`src/rtl/sp_ram_arbiter.sv`:
```
// Two-master round-robin arbiter in front of a single-port RAM.
// Ports: m0_*/m1_* master req/gnt/rsp, ram_* RAM side, mN_gnt_cnt_o.
module sp_ram_arbiter #(
  parameter int ADDR_WIDTH = 15,
  parameter int DATA_WIDTH = 32
) (
  input  logic                    clk,
  input  logic                    rstn_i,
  input  logic                    m0_req_i,
  output logic                    m0_gnt_o,
  input  logic [ADDR_WIDTH-1:0]   m0_addr_i,
  input  logic                    m0_we_i,
  input  logic [DATA_WIDTH/8-1:0] m0_be_i,
  input  logic [DATA_WIDTH-1:0]   m0_wdata_i,
  output logic                    m0_rvalid_o,
  output logic [DATA_WIDTH-1:0]   m0_rdata_o,
  input  logic                    m1_req_i,
  output logic                    m1_gnt_o,
  input  logic [ADDR_WIDTH-1:0]   m1_addr_i,
  input  logic                    m1_we_i,
  input  logic [DATA_WIDTH/8-1:0] m1_be_i,
  input  logic [DATA_WIDTH-1:0]   m1_wdata_i,
  output logic                    m1_rvalid_o,
  output logic [DATA_WIDTH-1:0]   m1_rdata_o,
  output logic                    ram_en_o,
  output logic [ADDR_WIDTH-1:0]   ram_addr_o,
  output logic [DATA_WIDTH-1:0]   ram_wdata_o,
  output logic                    ram_we_o,
  output logic [DATA_WIDTH/8-1:0] ram_be_o,
  input  logic [DATA_WIDTH-1:0]   ram_rdata_i,
  output logic [15:0]             m0_gnt_cnt_o,
  output logic [15:0]             m1_gnt_cnt_o
);

  logic        last_m1;
  logic        gnt0;
  logic        gnt1;
  logic        rsp_valid;
  logic        rsp_owner;
  logic        rsp_write;
  logic [15:0] cnt0;
  logic [15:0] cnt1;

  // m1 wins a tie unless it was the last one served
  assign gnt1 = m1_req_i & (~m0_req_i | ~last_m1);
  assign gnt0 = m0_req_i & ~gnt1;

  assign m0_gnt_o = gnt0;
  assign m1_gnt_o = gnt1;

  always_comb begin
    ram_en_o    = 1'b0;
    ram_addr_o  = '0;
    ram_wdata_o = '0;
    ram_we_o    = 1'b0;
    ram_be_o    = '0;
    unique case (1'b1)
      gnt0: begin
        ram_en_o    = 1'b1;
        ram_addr_o  = m0_addr_i;
        ram_wdata_o = m0_wdata_i;
        ram_we_o    = m0_we_i;
        ram_be_o    = m0_be_i;
      end
      gnt1: begin
        ram_en_o    = 1'b1;
        ram_addr_o  = m1_addr_i;
        ram_wdata_o = m1_wdata_i;
        ram_we_o    = m1_we_i;
        ram_be_o    = m1_be_i;
      end
      default: ;
    endcase
  end

  always_ff @(posedge clk or negedge rstn_i) begin
    if (!rstn_i) begin
      rsp_valid <= 1'b0;
      rsp_owner <= 1'b0;
      rsp_write <= 1'b0;
      last_m1   <= 1'b0;
      cnt0      <= '0;
      cnt1      <= '0;
    end else begin
      rsp_valid <= gnt0 | gnt1;
      rsp_owner <= gnt1;
      rsp_write <= ram_we_o;
      if (gnt0 | gnt1)
        last_m1 <= gnt1;
      if (gnt0 && cnt0 != 16'hFFFF)
        cnt0 <= cnt0 + 16'd1;
      if (gnt1 && cnt1 != 16'hFFFF)
        cnt1 <= cnt1 + 16'd1;
    end
  end

  assign m0_rvalid_o = rsp_valid & ~rsp_owner;
  assign m1_rvalid_o = rsp_valid & rsp_owner;

  // write responses carry no data
  assign m0_rdata_o =
    (m0_rvalid_o & ~rsp_write) ? ram_rdata_i : '0;
  assign m1_rdata_o =
    (m1_rvalid_o & ~rsp_write) ? ram_rdata_i : '0;

  assign m0_gnt_cnt_o = cnt0;
  assign m1_gnt_cnt_o = cnt1;

endmodule

```
`config.mk`:
```
export PLATFORM = sky130hd
export DESIGN_NAME = sp_ram_arbiter
export DESIGN_NICKNAME = d
export VERILOG_FILES = /design/src/rtl/sp_ram_arbiter.sv
export SDC_FILE = /design/constraint.sdc
export NUM_CORES = 1
export LEC_CHECK = 0
export ABC_AREA = 1
export BUFFER_PORTS_ARGS = -buffer_cell sky130_fd_sc_hd__buf_2
export CORE_AREA = 3 3 112 114
export CTS_CLUSTER_SIZE = 28
export DETAILED_ROUTE_END_ITERATION = 12
export DIE_AREA = 0 0 115 117
export GPL_TIMING_DRIVEN = 0
export SLEW_MARGIN = 20
export SYNTH_ARGS = -nofsm -noshare
export SYNTH_HDL_FRONTEND = slang
export SYNTH_SLANG_ARGS = --single-unit
```
`constraint.sdc`:
```
create_clock -name clk -period 3.2 [get_ports clk]
set_input_delay 0.64 -clock clk [delete_from_list [all_inputs] [get_ports clk]]
set_output_delay 0.64 -clock clk [all_outputs]
set_load 0.05 [all_outputs]
```
==> results of run 1 <==
==> power groups by stage <==
stage          Combinational (mW)  Clock [mW]  Sequential (mW)
2_1_floorplan               0.758           0            0.847
3_3_place_gp                 1.34           0            0.646
3_5_place_dp                 1.35           0            0.642
4_1_cts                      1.35       0.472            0.635
5_1_grt                      1.43       0.498            0.651
6_report                     1.34       0.465            0.635
==> state kept, by name, summed over array words and instances, names as in the netlist <==
signal / count
rsp_write: 1
m0_gnt_cnt_o: 16
last_m1: 1
rsp_valid: 1
m1_gnt_cnt_o: 16
rsp_owner: 1
==> routing by layer <==
layer / vias up / routed length (microns) / track usage [%]
li1: 2124 / - / -
met1: 1814 / 5520 / 23.4
met2: 199 / 6640 / 31.1
met3: 10 / 1420 / 6.94
met4: 2 / 104 / 2.74
met5: - / 13 / 0
==> kinds of logic after synthesis <==
kind of cell,count (synthesis)
flip-flops,36
adder cells (fa/ha/maj),2
buffers and inverters,84
AND/OR/NAND/NOR,284
XOR/XNOR,8
AO/OA/AOI/OAI,65
==> cells in the mapped netlist (all sizes together) <==
cell type | number | area, sq um
nand2 | 146 | 581
nand3b | 4 | 30.0
nor2 | 105 | 407
nand3 | 15 | 80.1
inv | 66 | 248
and2 | 2 | 13.8
ha | 2 | 25.0
o21ai | 11 | 70.1
o21a | 1 | 7.51
a22o | 52 | 455
a21oi | 1 | 5.00
buf | 11 | 80.1
nand4 | 12 | 75.1
dfrtp | 36 | 901
xnor2 | 7 | 61.3
xor2 | 1 | 8.76
clkbuf | 7 | 26.3
==> worst max path at each step <==
stage,from,end,slack [ns],depth (start not counted)
floorplan,rsp_owner,m0_rdata_o[10],0.35,4
global placement,m0_req_i,ram_we_o,0.30,7
detailed placement,m0_req_i,ram_we_o,0.30,7
CTS,m0_req_i,ram_we_o,0.31,7
global route,m0_req_i,ram_we_o,0.22,7
finish,m0_req_i,ram_we_o,0.36,7
==> area by class of cell <==
class / instances / area, sq um / share of cell area [%]
sequential: 36 / 901 / 18.6
multi-input combinational: 359 / 1820 / 37.5
inverter: 66 / 248 / 5.11
buffer: 18 / 106 / 2.19
tap: 143 / 179 / 3.69
clock inverter: 1 / 5.00 / 0.103
timing repair buffer: 292 / 1460 / 30.1
clock buffer: 6 / 129 / 2.66
==> flow_metrics.py, run 1 <==
metrics = {
    "cells_and_area": {
        "mostFrequentLayoutCells": "buf_2 (293), nand2_1 (141), nor2_1 (102), inv_1 (62), a22o_1 (52)",
        "nFillCells": 1295,
        "fin_nets": 920,
        "area_delta_synth_final_pct": 57.7,
        "diodes": 0,
        "final_cell_count_no_fill": 921,
        "final_area_sq_um": 4850,
        "final_common_cell": "buf_2",
        "drive_above_1_share_pct": 41.6,
        "final_util_pct": 42.1,
    },
    "synth": {
        "synth-simple-area-share_pct": 38.6,
        "synth-compound-area-share_pct": 17.5,
        "synth.distinct_cells": 29,
        "synth_xor_area_share_pct": 2.28,
        "synth_top_family_by_area": "simple AND/OR/NAND/NOR gates",
        "ys_ff_latch": 36,
        "synth_nets": 621,
        "synthAdderAreaFrac_pct": 0.814,
        "ys_seq_area_share_pct": 29.3,
        "syn_avg_cell_area_sq_um": 6.42,
        "syn_inst": 479,
        "synthMuxAreaShare_pct": 0,
        "synth_area_sq_um": 3070,
        "ys_warn_count": 0,
    },
    "floorplanning": {
        "core_sq_um": 11500,
        "die_h_microns": 117,
        "initial_core_util_pct": 26.7,
        "die_x_microns": 115,
        "pin_count": 293,
        "die_area_sq_um": 13500,
        "rows": 39,
    },
    "clock_tree": {
        "clock_latency_ns": 0.27,
        "path_clk_slew_ns": 0.06,
        "cts_root_buffer": "clkbuf_16",
        "cts_resized": 0,
        "cts_tree": "built",
        "numCtsBuffers": 5,
        "cts_setup_buffers": 0,
        "cts_max_path_buffers": 2,
        "cts_num_sinks": 36,
        "htree_levels": 2,
        "ctsHoldBuffers": 0,
    },
    "place": {
        "dp_cells": 914,
        "io_buffer_count": 292,
        "gp_congestion": 0.854,
        "pre_cts_slack_ns": 0.301,
        "dp_hpwl_microns": 11500,
        "post_dp_cell_area_sq_um": 4710,
    },
    "global_routing": {
        "overflow": 0,
        "grt_max_degree": 37,
        "antenna_found_initial": 1,
        "first_global_vias": 3656,
        "grtUsageTotal_pct": 18.5,
        "grt_pass1_wl_microns": 19500,
    },
    "power_and_ir_drop": {
        "power.total_mw": 2.44,
        "power_frac_comb_pct": 54.9,
        "power.density_nw_per_um2": 503,
        "clkPwrFrac_pct": 19.1,
        "power_leakage_nw": 3.00,
        "internal_power_mw": 1.15,
        "p_sw_mw": 1.29,
        "p_sw_share_pct": 52.9,
        "seqPwrFrac_pct": 26.0,
        "peakVddDrop_v": 0.000346,
    },
    "critical_path": {
        "critPathRequiredTime_ns": 2.56,
        "cp_max_fo": 10,
        "rr_worst_depth": 8,
        "crit_buf_inv": 4,
        "r2r_start": "m1_gnt_cnt_o[0]",
        "max_stage_delay_ns": 0.38,
        "path_delay_family": "buffers and inverters",
        "rr_endpoint": "m1_gnt_cnt_o[14]",
        "crit_chain": "buf_2 -> nand2_1 -> nand2_1 -> inv_2 -> clkbuf_1 -> a22o_1 -> buf_2",
        "crit_slowest_cell": "clkbuf_1",
        "r2r_slack_ns": 1.54,
        "critical_path_class": "in2out",
        "critPathLaunchType": "input port",
        "critPathArrivalTime_ns": 2.20,
        "worstSetupEndpointType": "output port",
    },
    "timing": {
        "slew_violations": 0,
        "max_clock_freq_mhz": 352,
        "fin_crit_sh_pct": 88.7,
        "layout_min_cycle_time_ns": 2.84,
        "tightest_slew_ns": 0.866,
        "whs_ns": 0.476,
        "rsz0062_at_grt": "false",
        "fin_tns_setup_ns": 0,
        "finClkSkew_ns": 0.00164,
        "setup_viol": 0,
        "postLayoutSetupSlackWorst_ns": 0.362,
        "slew-limit-headroom_pct": 42.3,
        "hold_viol": 0,
    },
    "hold_path": {
        "hp-class": "in2async",
    },
    "detailed_routing": {
        "drtIter0Drc": 185,
        "drtPass1Iterations": 4,
        "wirelength_microns": 13700,
        "vias": 4149,
        "antenna_left": 0,
        "drc": 0,
        "avgRoutedWirePerCell_microns": 14.9,
        "via_per_inst": 4.50,
    },
    "outcome": {
        "status": "complete, no violations",
    },
    "flow_run": {
        "drv_cap": 0,
    },
}
Power figures use the tool's default switching activity.
==> inputs of run 2 (changes only) <==
==> constraint.sdc (replaced) <==
create_clock -name clk -period 2.4 [get_ports clk]
set_input_delay 0.48 -clock clk [delete_from_list [all_inputs] [get_ports clk]]
set_output_delay 0.48 -clock clk [all_outputs]
set_load 0.05 [all_outputs]
==> run 2 against run 1 <==
Effect of this change: cell area up 1.4%; sequential share of layout area down 0.26 points; via count increased by 4.6%; global-route usage rose by 5.0 points; cell count up 0.11%; flip-flop and latch count unchanged; register-to-register slack got worse by 0.77 ns; die area stayed put; worst setup slack worse by 0.22 ns; worst hold slack lost 0.17 ns; highest routed layer unchanged.
==> flow_metrics.py, run 2 (synthesis results as in run 1) <==
metrics = {
    "power_and_ir_drop": {
        "peakVddDrop_v": 0.000438,
        "power_leakage_nw": 3.02,
        "p_sw_share_pct": 53.4,
        "seqPwrFrac_pct": 25.4,
        "p_sw_mw": 1.78,
        "internal_power_mw": 1.55,
        "power.total_mw": 3.33,
        "clkPwrFrac_pct": 18.8,
        "power.density_nw_per_um2": 678,
        "power_frac_comb_pct": 55.9,
    },
    "global_routing": {
        "grtUsageTotal_pct": 23.6,
        "overflow": 0,
        "grt_max_degree": 37,
        "grt_pass1_wl_microns": 23200,
        "antenna_found_initial": 7,
        "first_global_vias": 3731,
    },
    "critical_path": {
        "critPathLaunch": "last_m1",
        "r2r_start": "m0_gnt_cnt_o[0]",
        "critical_path_class": "reg2out",
        "critPathLaunchType": "register",
        "rr_worst_depth": 9,
        "critPathRequiredTime_ns": 1.92,
        "critPathArrivalTime_ns": 1.78,
        "cp_max_fo": 10,
        "worstSetupEndpointType": "output port",
    },
    "cells_and_area": {
        "final_common_cell": "buf_2",
        "mostFrequentLayoutCells": "buf_2 (278), nand2_1 (139), nor2_1 (101), inv_1 (62), a22o_1 (52)",
        "final_area_sq_um": 4920,
        "drive_above_1_share_pct": 42.7,
        "nFillCells": 1285,
        "fin_nets": 920,
        "area_delta_synth_final_pct": 60.0,
    },
    "timing": {
        "setup_viol": 0,
        "layout_min_cycle_time_ns": 2.26,
        "max_clock_freq_mhz": 443,
        "hold_viol": 0,
        "fin_crit_sh_pct": 94.1,
        "slew_violations": 0,
        "postLayoutSetupSlackWorst_ns": 0.143,
        "tightest_slew_ns": 0.843,
        "finClkSkew_ns": 0.00649,
        "slew-limit-headroom_pct": 43.8,
        "rsz0062_at_grt": "false",
    },
    "clock_tree": {
        "cts_root_buffer": "clkbuf_16",
        "cts_num_sinks": 36,
        "htree_levels": 2,
        "ctsHoldBuffers": 0,
        "clock_latency_ns": 0.28,
        "cts_max_path_buffers": 2,
        "numCtsBuffers": 5,
        "path_clk_slew_ns": 0.06,
        "cts_setup_buffers": 0,
        "cts_tree": "built",
    },
    "floorplanning": {
        "die_x_microns": 115,
        "die_area_sq_um": 13500,
        "initial_core_util_pct": 26.7,
        "core_sq_um": 11500,
        "die_h_microns": 117,
        "rows": 39,
        "pin_count": 293,
    },
    "place": {
        "gp_congestion": 0.891,
        "dp_hpwl_microns": 14700,
        "io_buffer_count": 292,
        "pre_cts_slack_ns": -0.130,
        "post_dp_cell_area_sq_um": 4720,
    },
    "detailed_routing": {
        "via_per_inst": 4.71,
        "wirelength_microns": 17100,
        "avgRoutedWirePerCell_microns": 18.6,
        "drtPass1Iterations": 4,
        "vias": 4341,
        "antenna_left": 0,
        "drc": 0,
        "drtIter0Drc": 244,
    },
    "flow_run": {
        "drv_cap": 0,
    },
    "hold_path": {
        "hp-class": "in2async",
    },
    "outcome": {
        "status": "complete, no violations",
    },
}
[run 2: final timing paths]
check	slack [ns]	endpoint
max	0.14	ram_addr_o[3]
min	0.30	m0_gnt_cnt_o[7]
max reg2reg	0.77	m0_gnt_cnt_o[11]
min reg2reg	0.49	last_m1
max in group asynchronous	1.56	m1_gnt_cnt_o[6]
min in group clk	0.43	last_m1
[run 2: cell type report]
cell class / instances / area, sq um / area share, %
clock buffers: 5 / 125 / 2.54
flip-flops and latches: 36 / 901 / 18.3
well taps: 143 / 179 / 3.64
multi-input cells: 359 / 1830 / 37.2
inverters: 66 / 253 / 5.14
repair buffers: 292 / 1500 / 30.6
clock inverters: 2 / 12.5 / 0.254
plain buffers: 18 / 114 / 2.32
diodes: 1 / 2.50 / 0.0509
[run 2: what timing repair did]
| action | 4_1_cts | 5_1_grt |
|---|---|---|
| pin swaps | 0 | 0 |
| endpoints found under the hold margin | 0 | 0 |
| endpoints found under the setup margin | 48 | 49 |
| gates resized for setup | 22 | 4 |
[run 2: critical path, cell delays in order (launching register included)]
cell and delay [ns]:
dfrtp_1 0.34, nand2_1 0.08, nand2_2 0.12, nand2_2 0.12
inv_4 0.14, buf_4 0.20, a22o_1 0.25, buf_4 0.23
[run 2: per-layer routing]
metal / GRT usage [%] / part of all wire, %
met1: 28.9 / 38
met2: 35.5 / 46
met3: 14.3 / 14
met4: 5.40 / 1.8
met5: 0 / 0.46
[run 2: power groups by stage]
stage | clock, mW | combinational (mW) | sequential [mW]
floorplan | 0 | 1.01 | 1.13
global placement | 0 | 1.85 | 0.857
detailed placement | 0 | 1.85 | 0.854
CTS | 0.638 | 1.87 | 0.847
global route | 0.683 | 1.97 | 0.872
finish | 0.625 | 1.86 | 0.847
[run 2: per-stage QoR]
stage	hold slack [ns]	TNS (ns)	cells	util, %
2_1_floorplan	0.184	-0.335	479	-
3_3_place_gp	0.475	-1.40	914	41.0
3_5_place_dp	0.482	-1.01	914	41.0
4_1_cts	0.334	0	921	42.6
5_1_grt	0.384	0	922	42.7
6_report	0.303	0	922	42.7
==> inputs of run 3 (changes only) <==
--- a/config.mk
+++ b/config.mk
@@ -12,6 +12,7 @@
 export DETAILED_ROUTE_END_ITERATION = 12
 export DIE_AREA = 0 0 115 117
 export GPL_TIMING_DRIVEN = 0
+export PLACE_DENSITY = 0.62
 export SLEW_MARGIN = 20
 export SYNTH_ARGS = -nofsm -noshare
 export SYNTH_HDL_FRONTEND = slang
==> run 3 against run 2 <==
Effect of this change: via count decreased by 4.2%; sequential power is essentially flat; clock skew fell by 0.0028 ns; total power up 1.7%; register-to-register slack about the same; cell count did not move; global-route usage down 4.9 points; wire length shrank 19%; critical path type unchanged; critical endpoint is now ram_addr_o[4]; highest routed layer is now met4.
==> flow_metrics.py, run 3 (synthesis results as in run 1) <==
metrics = {
    "outcome": {
        "status": "complete, no violations",
    },
    "detailed_routing": {
        "vias": 4158,
        "via_per_inst": 4.51,
        "drc": 0,
        "antenna_left": 0,
        "drtPass1Iterations": 4,
        "wirelength_microns": 13800,
        "drtIter0Drc": 152,
        "avgRoutedWirePerCell_microns": 15.0,
    },
    "timing": {
        "tightest_slew_ns": 0.824,
        "slew_violations": 0,
        "rsz0062_at_grt": "true",
        "postLayoutSetupSlackWorst_ns": 0.134,
        "fin_crit_sh_pct": 94.4,
        "slew-limit-headroom_pct": 45.0,
        "max_clock_freq_mhz": 441,
        "hold_viol": 0,
        "finClkSkew_ns": 0.00372,
        "layout_min_cycle_time_ns": 2.27,
        "whs_ns": 0.299,
        "setup_viol": 0,
        "fin_tns_setup_ns": 0,
    },
    "place": {
        "post_dp_cell_area_sq_um": 4720,
        "dp_hpwl_microns": 11700,
        "pre_cts_slack_ns": -0.204,
        "io_buffer_count": 292,
        "gp_congestion": 0.825,
    },
    "critical_path": {
        "critical_path_class": "reg2out",
        "r2r_slack_ns": 0.76,
        "critPathLaunchType": "register",
        "critPathRequiredTime_ns": 1.92,
        "worstSetupEndpointType": "output port",
        "cp_max_fo": 11,
        "critPathArrivalTime_ns": 1.79,
    },
    "power_and_ir_drop": {
        "power_leakage_nw": 3.03,
        "peakVddDrop_v": 0.000475,
        "power.density_nw_per_um2": 686,
    },
    "hold_path": {
        "hp-class": "in2async",
    },
    "cells_and_area": {
        "final_area_sq_um": 4940,
        "final_util_pct": 42.9,
        "diodes": 0,
        "drive_above_1_share_pct": 42.7,
        "final_common_cell": "buf_2",
        "mostFrequentLayoutCells": "buf_2 (287), nand2_1 (139), nor2_1 (101), inv_1 (62), a22o_1 (51)",
        "fin_nets": 920,
        "area_delta_synth_final_pct": 60.7,
    },
    "global_routing": {
        "first_global_vias": 3786,
        "grtUsageTotal_pct": 18.7,
        "grt_max_degree": 37,
        "grt_pass1_wl_microns": 19600,
        "antenna_found_initial": 0,
        "overflow": 0,
    },
    "floorplanning": {
        "initial_core_util_pct": 26.7,
        "core_sq_um": 11500,
        "rows": 39,
        "die_x_microns": 115,
        "die_h_microns": 117,
        "die_area_sq_um": 13500,
        "pin_count": 293,
    },
    "clock_tree": {
        "path_clk_slew_ns": 0.06,
        "ctsHoldBuffers": 0,
        "cts_tree": "built",
        "htree_levels": 2,
        "numCtsBuffers": 5,
        "cts_max_path_buffers": 2,
        "cts_num_sinks": 36,
        "cts_root_buffer": "clkbuf_16",
        "clock_latency_ns": 0.28,
    },
    "flow_run": {
        "drv_cap": 0,
    },
}
[run 3: cell count changes in the layout (fill, tap and decap cells not counted), sizes merged]
| cell | previous run | this run |
|---|---|---|
| clkbuf | 13 | 18 |
| diode | 1 | 0 |
| buf | 302 | 298 |
| clkinvlp | 1 | 0 |
| bufinv | 0 | 1 |
[run 3: report_power, final]
group	total [mW]	switching, mW	internal (mW)
Clock	0.731	0.243	0.488
Combinational	1.81	1.34	0.471
Sequential	0.847	0.146	0.701
Total	3.39	1.73	1.66
[run 3: path summary, 6_finish.rpt]
check | startpoint | end | depth (start not counted)
min reg2reg | last_m1 | last_m1 | 1
min in group clk | m1_req_i | last_m1 | 2
min | rstn_i | m0_gnt_cnt_o[11] | 1
max reg2reg | m0_gnt_cnt_o[0] | m0_gnt_cnt_o[11] | 9
max in group asynchronous | rstn_i | m1_gnt_cnt_o[6] | 1
max | last_m1 | ram_addr_o[4] | 6
[run 3: critical path, cell delays in order (launching register included)]
cell and delay (ns):
dfrtp_1 0.37, nand2_1 0.10, nand2_2 0.12, inv_4 0.17
buf_2 0.27, a22o_1 0.20, buf_2 0.26
[run 3: cell type report]
| type | instances | area (sq um) |
|---|---|---|
| fill | 1246 | 6580 |
| multi-input combinational | 359 | 1840 |
| timing repair buffer | 292 | 1500 |
| inverter | 66 | 255 |
| buffer | 18 | 111 |
| tap | 143 | 179 |
| clock buffer | 6 | 129 |
| clock inverter | 2 | 35.0 |
| sequential | 36 | 901 |
[run 3: per-stage QoR]
step	power, mW	std cells
after detailed placement	2.66	914
final	3.39	922
after floorplan	2.14	479
after global placement	2.65	914
after global routing	3.59	922
after CTS	3.41	922
[run 3: timing repair]
item | 4_1_cts | 5_1_grt
setup buffers | 0 | 0
pin swaps | 0 | 0
gates resized for setup | 12 | 10
setup endpoints to repair | 49 | 10
[run 3: layer usage]
metal | vias up | track usage [%] | part of all wire (%)
li1 | 2138 | - | -
met1 | 1817 | 23.5 | 40
met2 | 198 | 32.1 | 50
met3 | 5 | 5.86 | 9.9
met4 | 0 | 3.36 | 0.30
met5 | - | 0 | 0
